### src/rtl/pipe_stage.sv
// pipe_stage: elastic valid/ready stage register with a NOP-gated control bundle.
// Define PIPE_SKID_EN to add a second (skid) entry and a registered in_ready.
module pipe_stage #(
    parameter int CTRL_W = 13,
    parameter int DATA_W = 165
) (
    input  logic              clk,
    input  logic              reset,
    input  logic              flush,
    input  logic              in_valid,
    output logic              in_ready,
    input  logic [CTRL_W-1:0] in_ctrl,
    input  logic [DATA_W-1:0] in_data,
    output logic              out_valid,
    input  logic              out_ready,
    output logic [CTRL_W-1:0] out_ctrl,
    output logic [DATA_W-1:0] out_data
);

    typedef enum logic [1:0] {
        ST_EMPTY = 2'd0,
        ST_HALF  = 2'd1,
        ST_FULL  = 2'd2
    } state_t;

    state_t            state_r;
    state_t            state_nxt_s;
    logic [CTRL_W-1:0] main_ctrl_r;
    logic [DATA_W-1:0] main_data_r;
    logic              in_xfer_s;
    logic              out_xfer_s;
    logic              load_main_s;
`ifdef PIPE_SKID_EN
    logic [CTRL_W-1:0] skid_ctrl_r;
    logic [DATA_W-1:0] skid_data_r;
    logic              load_skid_s;
    logic              main_from_skid_s;
    logic              in_ready_r;
`endif

    // Control reads as zero whenever no instruction is held, so a bubble is a NOP.
    assign out_valid = (state_r != ST_EMPTY);
    assign out_ctrl  = out_valid ? main_ctrl_r : {CTRL_W{1'b0}};
    assign out_data  = main_data_r;

`ifdef PIPE_SKID_EN
    assign in_ready = in_ready_r;
`else
    assign in_ready = out_ready | ~out_valid;
`endif

    assign in_xfer_s  = in_valid & in_ready;
    assign out_xfer_s = out_valid & out_ready;

    // Next-state and load-select decode; flush wins over any transfer.
    always_comb begin
        state_nxt_s = state_r;
        load_main_s = 1'b0;
`ifdef PIPE_SKID_EN
        load_skid_s      = 1'b0;
        main_from_skid_s = 1'b0;
`endif
        if (flush) begin
            state_nxt_s = ST_EMPTY;
        end else begin
            case (state_r)
                ST_EMPTY: begin
                    if (in_xfer_s) begin
                        state_nxt_s = ST_HALF;
                        load_main_s = 1'b1;
                    end else begin
                        state_nxt_s = ST_EMPTY;
                    end
                end
                ST_HALF: begin
                    if (in_xfer_s && out_xfer_s) begin
                        state_nxt_s = ST_HALF;
                        load_main_s = 1'b1;
                    end else if (out_xfer_s) begin
                        state_nxt_s = ST_EMPTY;
`ifdef PIPE_SKID_EN
                    end else if (in_xfer_s) begin
                        state_nxt_s = ST_FULL;
                        load_skid_s = 1'b1;
`endif
                    end else begin
                        state_nxt_s = ST_HALF;
                    end
                end
`ifdef PIPE_SKID_EN
                ST_FULL: begin
                    if (out_xfer_s) begin
                        state_nxt_s      = ST_HALF;
                        main_from_skid_s = 1'b1;
                    end else begin
                        state_nxt_s = ST_FULL;
                    end
                end
`endif
                default: begin
                    state_nxt_s = ST_EMPTY;
                end
            endcase
        end
    end

    // State and storage registers; reset clears every entry and overrides flush.
    always_ff @(posedge clk) begin
        if (reset) begin
            state_r     <= ST_EMPTY;
            main_ctrl_r <= {CTRL_W{1'b0}};
            main_data_r <= {DATA_W{1'b0}};
`ifdef PIPE_SKID_EN
            skid_ctrl_r <= {CTRL_W{1'b0}};
            skid_data_r <= {DATA_W{1'b0}};
            in_ready_r  <= 1'b1;
`endif
        end else begin
            state_r <= state_nxt_s;
            if (load_main_s) begin
                main_ctrl_r <= in_ctrl;
                main_data_r <= in_data;
`ifdef PIPE_SKID_EN
            end else if (main_from_skid_s) begin
                main_ctrl_r <= skid_ctrl_r;
                main_data_r <= skid_data_r;
`endif
            end else begin
                main_ctrl_r <= main_ctrl_r;
                main_data_r <= main_data_r;
            end
`ifdef PIPE_SKID_EN
            if (load_skid_s) begin
                skid_ctrl_r <= in_ctrl;
                skid_data_r <= in_data;
            end else begin
                skid_ctrl_r <= skid_ctrl_r;
                skid_data_r <= skid_data_r;
            end
            // Registered so out_ready never reaches in_ready combinationally.
            in_ready_r <= (state_nxt_s != ST_FULL);
`endif
        end
    end

endmodule

### config.mk
export PLATFORM = sky130hd
export DESIGN_NAME = pipe_stage
export DESIGN_NICKNAME = d
export VERILOG_FILES = /design/src/rtl/pipe_stage.sv
export SDC_FILE = /design/constraint.sdc
export NUM_CORES = 1
export LEC_CHECK = 0
export CORE_ASPECT_RATIO = 1.25
export CORE_MARGIN = 3
export CORE_UTILIZATION = 40
export CTS_CLUSTER_SIZE = 16
export DETAILED_ROUTE_END_ITERATION = 12
export DONT_BUFFER_PORTS = 1
export GPL_TIMING_DRIVEN = 0
export PLACE_DENSITY = 0.59
export SETUP_SLACK_MARGIN = 0.1
export SLEW_MARGIN = 30
export SYNTH_ARGS = -nofsm -noshare
export SYNTH_HDL_FRONTEND = slang
export SYNTH_SLANG_ARGS = --single-unit
### constraint.sdc
create_clock -name clk -period 1.9 [get_ports clk]
set_input_delay 0.19 -clock clk [delete_from_list [all_inputs] [get_ports clk]]
set_output_delay 0.19 -clock clk [all_outputs]
set_load 0.03 [all_outputs]
== Word-level counts from Yosys, hierarchy flattened ==
Cells that the tools add are included.

* Flip-flop bits (word level): 180
* Input port bits: 183
* Output and inout bits: 180
* Logic and storage cells: 21

* Equal/unequal tests: 1
* Mux-type cells: 9
* Bitwise gates (word level): 4
* Reductions and logical operators: 4

{| class="wikitable"
|+ Operators with widths
! kind !! number
|-
| 13-bit 2-to-1 mux || 1
|-
| 1-bit 2-to-1 mux || 6
|-
| 2-bit case mux with 2 select lines || 1
|-
| 1-bit bitwise AND || 2
|-
| 2-bit by 1-bit equality test with 1-bit output (second input constant) || 1
|-
| 2-bit logical NOT || 1
|-
| 1-bit case mux with 2 select lines || 1
|-
| 2-bit nonzero test || 1
|-
| 2-bit OR reduction || 1
|-
| 1-bit logical AND || 1
|-
| 1-bit inverter || 1
|-
| 1-bit bitwise OR || 1
|}

== Depth between registers and ports, before layout ==
Gate-level depths: netlist of run 1.

* Depth after elaboration: 8
* Depth in mapped cells: 6

== Worst setup path before layout of run 1 ==
OpenSTA, ideal clock, no wires.

* Kind: register -> register
* Start point: reg state_r[0]
* End point: reg main_data_r[100], in the netlist out_data[100]
* Setup time: 0.119 ns
* Arrival: 1.337 ns
* Data required time: 1.781 ns
* Path slack: 0.445 ns
* Cell stages (with the launch flop): 7
* Path through: dfxtp_1 -> nor2b_4 -> nor3b_2 -> buf_6 -> buf_8 -> buf_8 -> mux2i_1

* Word-level cells in the longest chain between the ends: 8
* Elaborated cells on any way between the ends: 12

{| class="wikitable"
|+ RTL lines
! element !! line !! source
|-
| start, declared || 26 || <nowiki>state_t state_r;</nowiki>
|-
| start signal, assigned || 119 || <nowiki>state_r <= state_nxt_s;</nowiki>
|-
| 2-bit nonzero test || 42 || <nowiki>assign out_valid = (state_r != ST_EMPTY);</nowiki>
|-
| 1-bit inverter || 49 || <nowiki>assign in_ready = out_ready | ~out_valid;</nowiki>
|-
| 1-bit bitwise OR || 49 ||
|-
| 1-bit bitwise AND || 52 || <nowiki>assign in_xfer_s = in_valid & in_ready;</nowiki>
|-
| 1-bit logical AND || 76 || <nowiki>if (in_xfer_s && out_xfer_s) begin</nowiki>
|-
| 1-bit 2-to-1 mux || 76 ||
|-
| 1-bit case mux with 2 select lines (*) || 66 || <nowiki>case (state_r)</nowiki>
|-
| 1-bit 2-to-1 mux (*) || 63 || <nowiki>if (flush) begin</nowiki>
|-
| end signal, assigned || 112 || <nowiki>main_data_r <= {DATA_W{1'b0}};</nowiki>
|-
| end signal, assigned || 122 || <nowiki>main_data_r <= in_data;</nowiki>
|-
| end signal, assigned || 130 || <nowiki>main_data_r <= main_data_r;</nowiki>
|-
| end, declared || 29 || <nowiki>logic [DATA_W-1:0] main_data_r;</nowiki>
|}

Every way passes the cells marked *; elsewhere a longest branch is shown, timed or not.
A chain may end at the register's enable or synchronous reset.

== Final worst setup path of run 1 ==
* Start point: reg state_r[0]
* End point: out out_ctrl[9]

* Word-level cells in the longest chain between the ends: 2

{| class="wikitable"
|+ RTL lines
! element !! line !! source
|-
| 2-bit nonzero test || 42 ||
|-
| 13-bit 2-to-1 mux || 43 || <nowiki>assign out_ctrl = out_valid ? main_ctrl_r : {CTRL_W{1'b0}};</nowiki>
|-
| end, declared || 16 || <nowiki>output logic [CTRL_W-1:0] out_ctrl,</nowiki>
|}

Every way passes these cells.

==> metrics.md, run 1 <==
| Metric | Value |
|---|---|
| Post-Route WL | `23600 um` |
| Final Net Count | `between 1000 and 1500` |
| Crit-path leading delay family | `flip-flops` |
| Layout cells sized above 1 | `about 6.4%` |
| Yosys cell types | `13` |
| Placed wire-length estimate | `17200 um` |
| Residual DRC | `0` |
| Post-DR vias/cell | `around 4.8` |
| CP Launch Type | `flip-flop` |
| Initial Util | `41.2%` |
| Synthesized area | `approximately 8100 sq um` |
| Period utilization | `between 80% and 90%` |
| CTS tree | `done` |
| GRT overflow | `0` |
| Number of buffers added for setup after CTS | `0` |
| Final setup violation count | `0` |
| Yosys warnings | `0` |
| Critical path type | `flip-flop to output pin` |
| Placed cell count | `between 1000 and 1500` |
| HP Class | `input pin to flip-flop` |
| Total GRT Usage | `roughly a fifth` |
| Die height | `about 170 um` |
| RSZ-0062 raised after global routing | `false` |
| Most frequent cells in the layout | `nand2b_1 (356), dlygate4sd3_1 (180), mux2i_1 (178), dfxtp_1 (178), clkbuf_1 (42)` |
| Area Growth Syn to Fin | `34.2%` |
| Setup ws final | `about 0.25 ns` |
| Clock root cell | `clkbuf_16` |
| Power density cells | `approximately 850 nW/um^2` |
| Syn Nets | `between 900 and 1000` |
| Setup TNS | `0 ns` |
| Core Area | `roughly 20000 sq um` |
| Placement Rows | `57` |
| Die area | `22000 sq um` |
| CTS clk-pin slew, worst paths | `around 0.070 ns` |
| CP max stage delay | `between 0.4 and 0.5 ns` |
| Crit path DAT | `around 1.5 ns` |
| Routability Congestion | `about 0.77` |
| Global-route wire length before repair | `36000 um` |
| CTS Buf Count | `17` |
| Critical Path RT | `1.71 ns` |
| Largest net degree at the start of global routing | `17` |
| Cells after synthesis | `just under 800` |
| Routed Antenna Nets | `0` |
| Share of the yosys chip area belonging to registers | `between 40 and 50%` |
| Fmax | `608 MHz` |
| Pins Over Slew Limit | `0` |
| Buffers on Ports | `0` |
| CP cell instances | `clkbuf_2 > and2_2` |
| Final Non-Filler Cells | `about 1300` |
| Drt wl/cell | `about 19 um` |
| CTS Buffer Depth | `2` |
| Clock latency on the worst-skew pair | `about 0.42 ns` |
| Most common cell after layout, fill and taps aside | `nand2b_1` |
| Routed vias | `just over 6000` |
| TritonRoute pass-1 iters | `4` |
| CP Capture Type | `output pin` |
| Slew at the pin with the worst max-slew slack | `roughly 0.74 ns` |
| Starting DRT DRC Count | `~160` |
| Hold_ws | `0.250 ns` |
| Status | `finished, final reports clean` |
| Min Clock Period, post-route | `1.65 ns` |
| Slew margin rel. | `50.5%` |
| Crit path max fanout | `10` |
| Max H-tree Level | `4` |
| Fin area | `10900 sq um` |
| Syn_area_per_cell | `just over 10 sq um` |
| I/O Pins | `363` |
| Clock Skews | `about 0.0085 ns` |
| FF+latch count, synth | `approximately 180` |
| Die width | `around 130 um` |
| Final hold vios | `0` |
| VDD IR max | `~0.54 mV` |
| CP max stage cell | `dfxtp_2` |
| MaxCap Viol Count | `0` |
| Leakage | `between 4 and 5 nW` |
| Filler cell count in the final layout | `around 1700` |
| Placement Cell Area | `8430 sq um` |
| Count of buffer and inverter cells on the critical path | `1` |
| Place WS | `about 0.054 ns` |
| Vias in the first global route | `approximately 6600` |
| Number of antenna violations at the first check in global routing | `4` |
| CTS Sinks | `roughly 180` |
==> final timing paths <==
kind                                     start              to  slack, ns  depth (start not counted)
worst min register to register  main_ctrl_r[4]  main_ctrl_r[4]       0.47                          2
worst max register to register      state_r[0]    out_data[97]       0.29                          6
worst min-delay path                     flush  main_ctrl_r[1]       0.25                          4
worst max-delay path                state_r[0]     out_ctrl[9]       0.25                          2
==> repair_timing <==
action	4_1_cts	5_1_grt
gates resized for setup	11	2
endpoints found under the setup margin	10	10
hold endpoints to repair	179	0
hold buffers	180	0
==> where the power goes <==
part / internal, W / switching (W) / total, W / leakage [nW]
Clock: 0.00214 / 0.00154 / 0.00368 / 0.296
Combinational: 0.000624 / 0.000432 / 0.00106 / 2.33
Sequential: 0.00395 / 0.000518 / 0.00447 / 1.46
Total: 0.00671 / 0.00249 / 0.00920 / 4.09
==> per-layer routing <==
metal	vias up	share of wire, %	global-route usage [%]
met2	251	51	37.2
met3	35	9.1	8.58
met5	-	0	0
li1	2939	-	-
met1	2836	37	21.9
met4	0	2.3	6.88
==> metrics by stage <==
stage,power (W),utilization [%]
after global routing,0.00955,55.2
after detailed placement,0.00529,42.8
after global placement,0.00526,42.8
after CTS,0.00931,55.2
after floorplan,0.00509,-
final,0.00920,55.2
==> state kept, by name, indices dropped and copies added (netlist names) <==
| signal | cells |
|---|---|
| out_data | 165 |
| main_ctrl_r | 13 |
| state_r | 1 |
==> cell families (layout without fill, tap and decap cells) <==
logic type / after synthesis / in the layout / share of synthesized area (%)
other: 0 / 4 / 0
and+or+nand+nor: 373 / 373 / 28.9
DFF: 179 / 179 / 44.2
muxes: 178 / 178 / 22.0
buffers and inverters: 62 / 274 / 4.85
==> final cells by class <==
type / count / area (sq um) / share of cell area (%)
inverter: 1 / 3.75 / 0.0345
antenna: 4 / 10.0 / 0.0920
multi-input combinational: 551 / 4140 / 38.1
clock buffer: 20 / 447 / 4.11
tap: 265 / 332 / 3.05
clock inverter: 12 / 168 / 1.54
sequential: 179 / 3580 / 33.0
buffer: 61 / 390 / 3.59
timing repair buffer: 180 / 1800 / 16.6
==> tightest hold or removal path, cell delays in order <==
cell and delay (ns):
nor3b_2 0.02, buf_6 0.13, buf_6 0.15, mux2i_1 0.11
==> synthesized netlist by cell type, drive strengths merged <==
cell    number  area [sq um]
nor2b        1          13.8
dfxtp      179          3580
nand2b     356          2230
mux2i      178          1780
nor2         1          3.75
nor3b        1          12.5
and2        13          81.3
inv          1          3.75
buf         20           235
nor3         1          5.00
clkbuf      41           154
Power figures use the tool's default switching activity.
==> run 2, diff against run 1 <==
Settings changed: CORE_MARGIN 3 to not set, CTS_CLUSTER_DIAMETER set to 200.
==> metrics.md, run 2 (synthesis gave the netlist of run 1 again) <==
| Metric | Value |
|---|---|
| Die width | `around 130 um` |
| Area Growth Syn to Fin | `33.4%` |
| Int Pwr | `between 0.006 and 0.007 W` |
| Most frequent cells in the layout | `nand2b_1 (356), mux2i_1 (178), dlygate4sd3_1 (178), dfxtp_1 (178), clkbuf_1 (41)` |
| RSZ-0062 raised after global routing | `false` |
| Fin area | `about 11000 sq um` |
| Drt wl/cell | `roughly 18 um` |
| Final Non-Filler Cells | `between 1000 and 1500` |
| Fmax | `594 MHz` |
| CTS Buf Count | `17` |
| Setup TNS | `0 ns` |
| Clock latency on the worst-skew pair | `roughly 0.42 ns` |
| Most common cell after layout, fill and taps aside | `nand2b_1` |
| Routed Antenna Nets | `0` |
| Filler cell count in the final layout | `around 1700` |
| Starting DRT DRC Count | `approximately 180` |
| Period utilization | `88.6%` |
| Die height | `around 160 um` |
| VDD IR max | `0.636 mV` |
| Flop2flop setup slack | `just over 0.3 ns` |
| Global-route wire length before repair | `35000 um` |
| Status | `finished, final reports clean` |
| GRT overflow | `0` |
| CP Launch Type | `flip-flop` |
| Post-DR vias/cell | `4.81` |
| Core Area | `19600 sq um` |
| Placement Cell Area | `roughly 8400 sq um` |
| Critical path type | `flip-flop to output pin` |
| Die area | `between 20000 and 25000 sq um` |
| HP Class | `input pin to flip-flop` |
| Routability Congestion | `~0.78` |
| Clk pwr share | `between 30% and 40%` |
| CTS tree | `done` |
| Slew margin rel. | `roughly half` |
| Total GRT Usage | `21.9%` |
| Slew at the pin with the worst max-slew slack | `roughly 0.78 ns` |
| CP Capture Type | `output pin` |
| Placed wire-length estimate | `~17000 um` |
| Number of antenna violations at the first check in global routing | `3` |
| Vias in the first global route | `approximately 6700` |
| Crit path DAT | `~1.5 ns` |
| CTS Sinks | `about 180` |
| Residual DRC | `0` |
| Final setup violation count | `0` |
| Place WS | `-0.000738 ns` |
| Leakage | `between 4 and 5 nW` |
| CTS Buffer Depth | `2` |
| Number of buffers added for setup after CTS | `0` |
| Max H-tree Level | `4` |
| Routed vias | `roughly 6100` |
| Largest net degree at the start of global routing | `18` |
| Buffers on Ports | `0` |
| Pins Over Slew Limit | `0` |
| Final Net Count | `1172` |
| Post-Route WL | `about 23000 um` |
| Clock root cell | `clkbuf_16` |
| Initial Util | `~41%` |
| Critical Path RT | `between 1.5 and 2 ns` |
| Flop pwr share | `around half` |
| Crit path max fanout | `10` |
| Max reg flops | `around 170` |
| Placed cell count | `1057` |
| Clock Skews | `around 0.012 ns` |
| Min Clock Period, post-route | `1.68 ns` |
| Combinational power share | `between 10% and 20%` |
| P_sw | `~0.0026 W` |
| MaxCap Viol Count | `0` |
| Final hold vios | `0` |
| Layout cells sized above 1 | `6.49%` |
| I/O Pins | `around 360` |
| Setup ws final | `0.216 ns` |
| TritonRoute pass-1 iters | `4` |
| Sw Share | `28.7%` |
| CTS clk-pin slew, worst paths | `around 0.07 ns` |
| Power density cells | `roughly 830 nW/um^2` |
| Placement Rows | `between 50 and 60` |
[run 2: cell types whose count changed in the layout (fill, tap and decap cells not counted), sizes merged]
| cell | before | now |
|---|---|---|
| inv | 5 | 10 |
| bufinv | 3 | 0 |
| clkinv | 4 | 1 |
| dlygate4sd3 | 180 | 178 |
| clkinvlp | 1 | 2 |
| diode | 4 | 3 |
[run 2: final cells by class]
type / count / area, sq um / area share [%]
Tap cell: 265 / 332 / 3.07
Clock inverter: 12 / 113 / 1.04
Timing Repair Buffer: 178 / 1780 / 16.5
Clock buffer: 20 / 457 / 4.23
Inverter: 1 / 3.75 / 0.0347
Buffer: 61 / 390 / 3.61
Sequential cell: 179 / 3580 / 33.2
Multi-Input combinational cell: 551 / 4140 / 38.3
Antenna cell: 3 / 7.51 / 0.0695
[run 2: layer usage]
layer / track usage (%) / wire length, um
met5: 0 / 0
met4: 9.36 / 725
met3: 8.15 / 2050
met2: 40.7 / 12000
met1: 21.4 / 8450
[run 2: final timing paths]
path                            cells after the start            from             end
worst min register to register                      2  main_ctrl_r[3]  main_ctrl_r[3]
worst min-delay path                                2     in_data[75]    out_data[75]
worst max register to register                      6      state_r[0]   out_data[137]
worst max-delay path                                2      state_r[0]     out_ctrl[3]
[run 2: worst max-delay path, cell delays in order, from the launching register on]
cell and delay [ns]:
dfxtp_2 0.48, clkbuf_2 0.28, and2_2 0.31
[run 2: what timing repair did]
item,CTS,global route
gates resized for setup,4,8
endpoints found under the setup margin,10,8
hold buffers,178,0
endpoints found under the hold margin,177,0
[run 2: per-stage QoR]
| stage | util [%] | hold slack (ns) | total power [W] |
|---|---|---|---|
| 4_1_cts | 55.0 | 0.00602 | 0.00904 |
| 2_1_floorplan | - | 0.269 | 0.00509 |
| 3_5_place_dp | 43.0 | 0.273 | 0.00529 |
| 5_1_grt | 55.1 | 0.00350 | 0.00930 |
| 3_3_place_gp | 43.0 | 0.277 | 0.00525 |
| 6_report | 55.1 | 0.0295 | 0.00894 |
[run 2: power by group through the flow]
| stage | Clock (W) | Combinational (W) | Sequential [W] |
|---|---|---|---|
| after floorplan | 0 | 0.000607 | 0.00448 |
| after global placement | 0 | 0.000713 | 0.00454 |
| after detailed placement | 0 | 0.000746 | 0.00455 |
| after CTS | 0.00352 | 0.00106 | 0.00446 |
| after global routing | 0.00368 | 0.00115 | 0.00448 |
| final | 0.00342 | 0.00106 | 0.00446 |
==> run 3, diff against run 2 <==
--- a/constraint.sdc
+++ b/constraint.sdc
@@ -3,2 +3,2 @@
 set_output_delay 0.19 -clock clk [all_outputs]
-set_load 0.03 [all_outputs]
+set_load 0.1 [all_outputs]
==> metrics.md, run 3 (synthesis gave the netlist of run 1 again) <==
| Metric | Value |
|---|---|
| Placed cell count | `roughly 1100` |
| Fmax | `534 MHz` |
| Global-route wire length before repair | `roughly 35000 um` |
| Status | `finished, final reports clean` |
| CTS tree | `done` |
| Initial Util | `between 40 and 50%` |
| Final Non-Filler Cells | `1282` |
| VDD IR max | `~0.6 mV` |
| Core Area | `about 20000 sq um` |
| Final setup violation count | `0` |
| Layout cells sized above 1 | `under 10%` |
| Clock root cell | `clkbuf_16` |
| Crit path DAT | `1.68 ns` |
| Setup ws final | `between 0.02 and 0.03 ns` |
| GRT overflow | `0` |
| Hold path cells | `2` |
| CTS Sinks | `roughly 180` |
| Post-DR vias/cell | `a little under 5` |
| Final hold vios | `0` |
| Slew at the pin with the worst max-slew slack | `approximately 1.0 ns` |
| Leakage | `between 4 and 5 nW` |
| Routed Antenna Nets | `0` |
| Clock latency on the worst-skew pair | `about 0.43 ns` |
| Final Net Count | `roughly 1200` |
| Period utilization | `~99%` |
| CTS Buffer Depth | `2` |
| Worst hold start | `in_data[54]` |
| Worst R2R Path Depth | `7` |
| Filler cell count in the final layout | `1629` |
| Routed vias | `between 6000 and 7000` |
| Crit path max fanout | `6` |
| HP Class | `input pin to flip-flop` |
| Place WS | `0.00697 ns` |
| Most frequent cells in the layout | `nand2b_1 (356), dlygate4sd3_1 (179), mux2i_1 (170)` |
| Post-Route WL | `approximately 24000 um` |
| Placement Rows | `57` |
| Setup TNS | `0 ns` |
| CTS clk-pin slew, worst paths | `0.07 ns` |
| CP max stage delay | `~0.57 ns` |
| Residual DRC | `0` |
| Vias in the first global route | `~6500` |
| CP max stage cell | `dfxtp_4` |
| Power density cells | `899 nW/um^2` |
| Routability Congestion | `~0.83` |
| RSZ-0062 raised after global routing | `true` |
| Placed wire-length estimate | `16500 um` |
| Hold Path Sink | `out_data[54]` |
| Design Power | `roughly 0.010 W` |
| Reg-to-Reg Start | `state_r[0]` |
| I/O Pins | `363` |
| Drt wl/cell | `~18 um` |
| Most common cell after layout, fill and taps aside | `nand2b_1` |
| Critical Path RT | `approximately 1.7 ns` |
| Number of antenna violations at the first check in global routing | `1` |
| Total GRT Usage | `a little over a fifth` |
| Slew margin rel. | `between 30% and 40%` |
| Buffers on Ports | `0` |
| CP Launch Type | `flip-flop` |
| Max H-tree Level | `4` |
| MaxCap Viol Count | `0` |
| Largest net degree at the start of global routing | `17` |
| Die area | `roughly 21000 sq um` |
| Crit-path leading delay family | `flip-flops` |
| CP Capture Type | `output pin` |
| Count of buffer and inverter cells on the critical path | `1` |
| Starting DRT DRC Count | `169` |
| Max reg flops | `165` |
| TritonRoute pass-1 iters | `4` |
| CTS Buf Count | `17` |
| Area Growth Syn to Fin | `39.0%` |
| CP cell instances | `nor2b_4 > clkinvlp_4` |
| Reg2reg end | `out_data[48]` |
| Min Clock Period, post-route | `approximately 1.9 ns` |
| Flop2flop setup slack | `around 0.05 ns` |
| Pins Over Slew Limit | `0` |
| Clock Skews | `0.00887 ns` |
| Critical path type | `flip-flop to output pin` |
| Die width | `approximately 130 um` |
| Die height | `~160 um` |
==> run 3: worst max path at each step <==
| stage | start | end | slack, ns | cells after the start |
|---|---|---|---|---|
| CTS | state_r[0] | in_ready | 0.009 | 2 |
| global route | state_r[0] | in_ready | -0.05 | 2 |
| finish | state_r[0] | in_ready | 0.03 | 2 |
| detailed placement | reset | out_data[54] | 0.007 | 5 |
| global placement | state_r[0] | out_ctrl[9] | 0.07 | 2 |
| floorplan | state_r[0] | out_ctrl[12] | 0.21 | 1 |
==> run 3: worst reg2reg max path, delay by kind of cell (launching register included) <==
kind / cells / cell delay [ns]
buffers and inverters: 4 / 0.72
DFF: 1 / 0.47
muxes: 1 / 0.23
and+or+nand+nor: 2 / 0.37
==> run 3: layout make-up <==
type | count | area, sq um | share of cell area, %
Timing Repair Buffer | 193 | 2010 | 17.8
Multi-Input combinational cell | 551 | 4200 | 37.3
Antenna cell | 1 | 2.50 | 0.0222
Tap cell | 265 | 332 | 2.95
Inverter | 1 | 7.51 | 0.0667
Clock buffer | 19 | 433 | 3.85
Buffer | 61 | 524 | 4.66
Sequential cell | 179 | 3600 | 32.0
Clock inverter | 12 | 149 | 1.32
==> run 3: per-stage QoR <==
stage	hold WS (ns)	utilization, %	cell area, sq um
final	0.0500	57.4	11300
after global routing	0.0328	57.4	11300
after CTS	0.0265	55.4	10900
after detailed placement	0.270	43.1	8460
after global placement	0.267	43.1	8450
after floorplan	0.262	-	8120
==> run 3: power breakdown <==
group          switching, W  leakage [nW]  internal, W
Clock               0.00155         0.274      0.00196
Sequential          0.00147          1.47      0.00395
Combinational      0.000481          2.49     0.000708
Total               0.00350          4.23      0.00662
==> run 3: routing by layer <==
layer | vias to the layer above | GRT usage [%] | part of all wire [%]
met5 | - | 0 | 0
met4 | 0 | 9.20 | 3.1
met3 | 47 | 8.02 | 8.7
met2 | 260 | 39.4 | 52
met1 | 2897 | 21.6 | 36
li1 | 2959 | - | -
==> run 3: timing repair <==
item,CTS,global route
hold buffers,179,1
endpoints found under the setup margin,90,149
buffers inserted,1,7
cloned,0,6
hold endpoints to repair,178,1
pin swaps,5,5
gates resized for setup,17,47
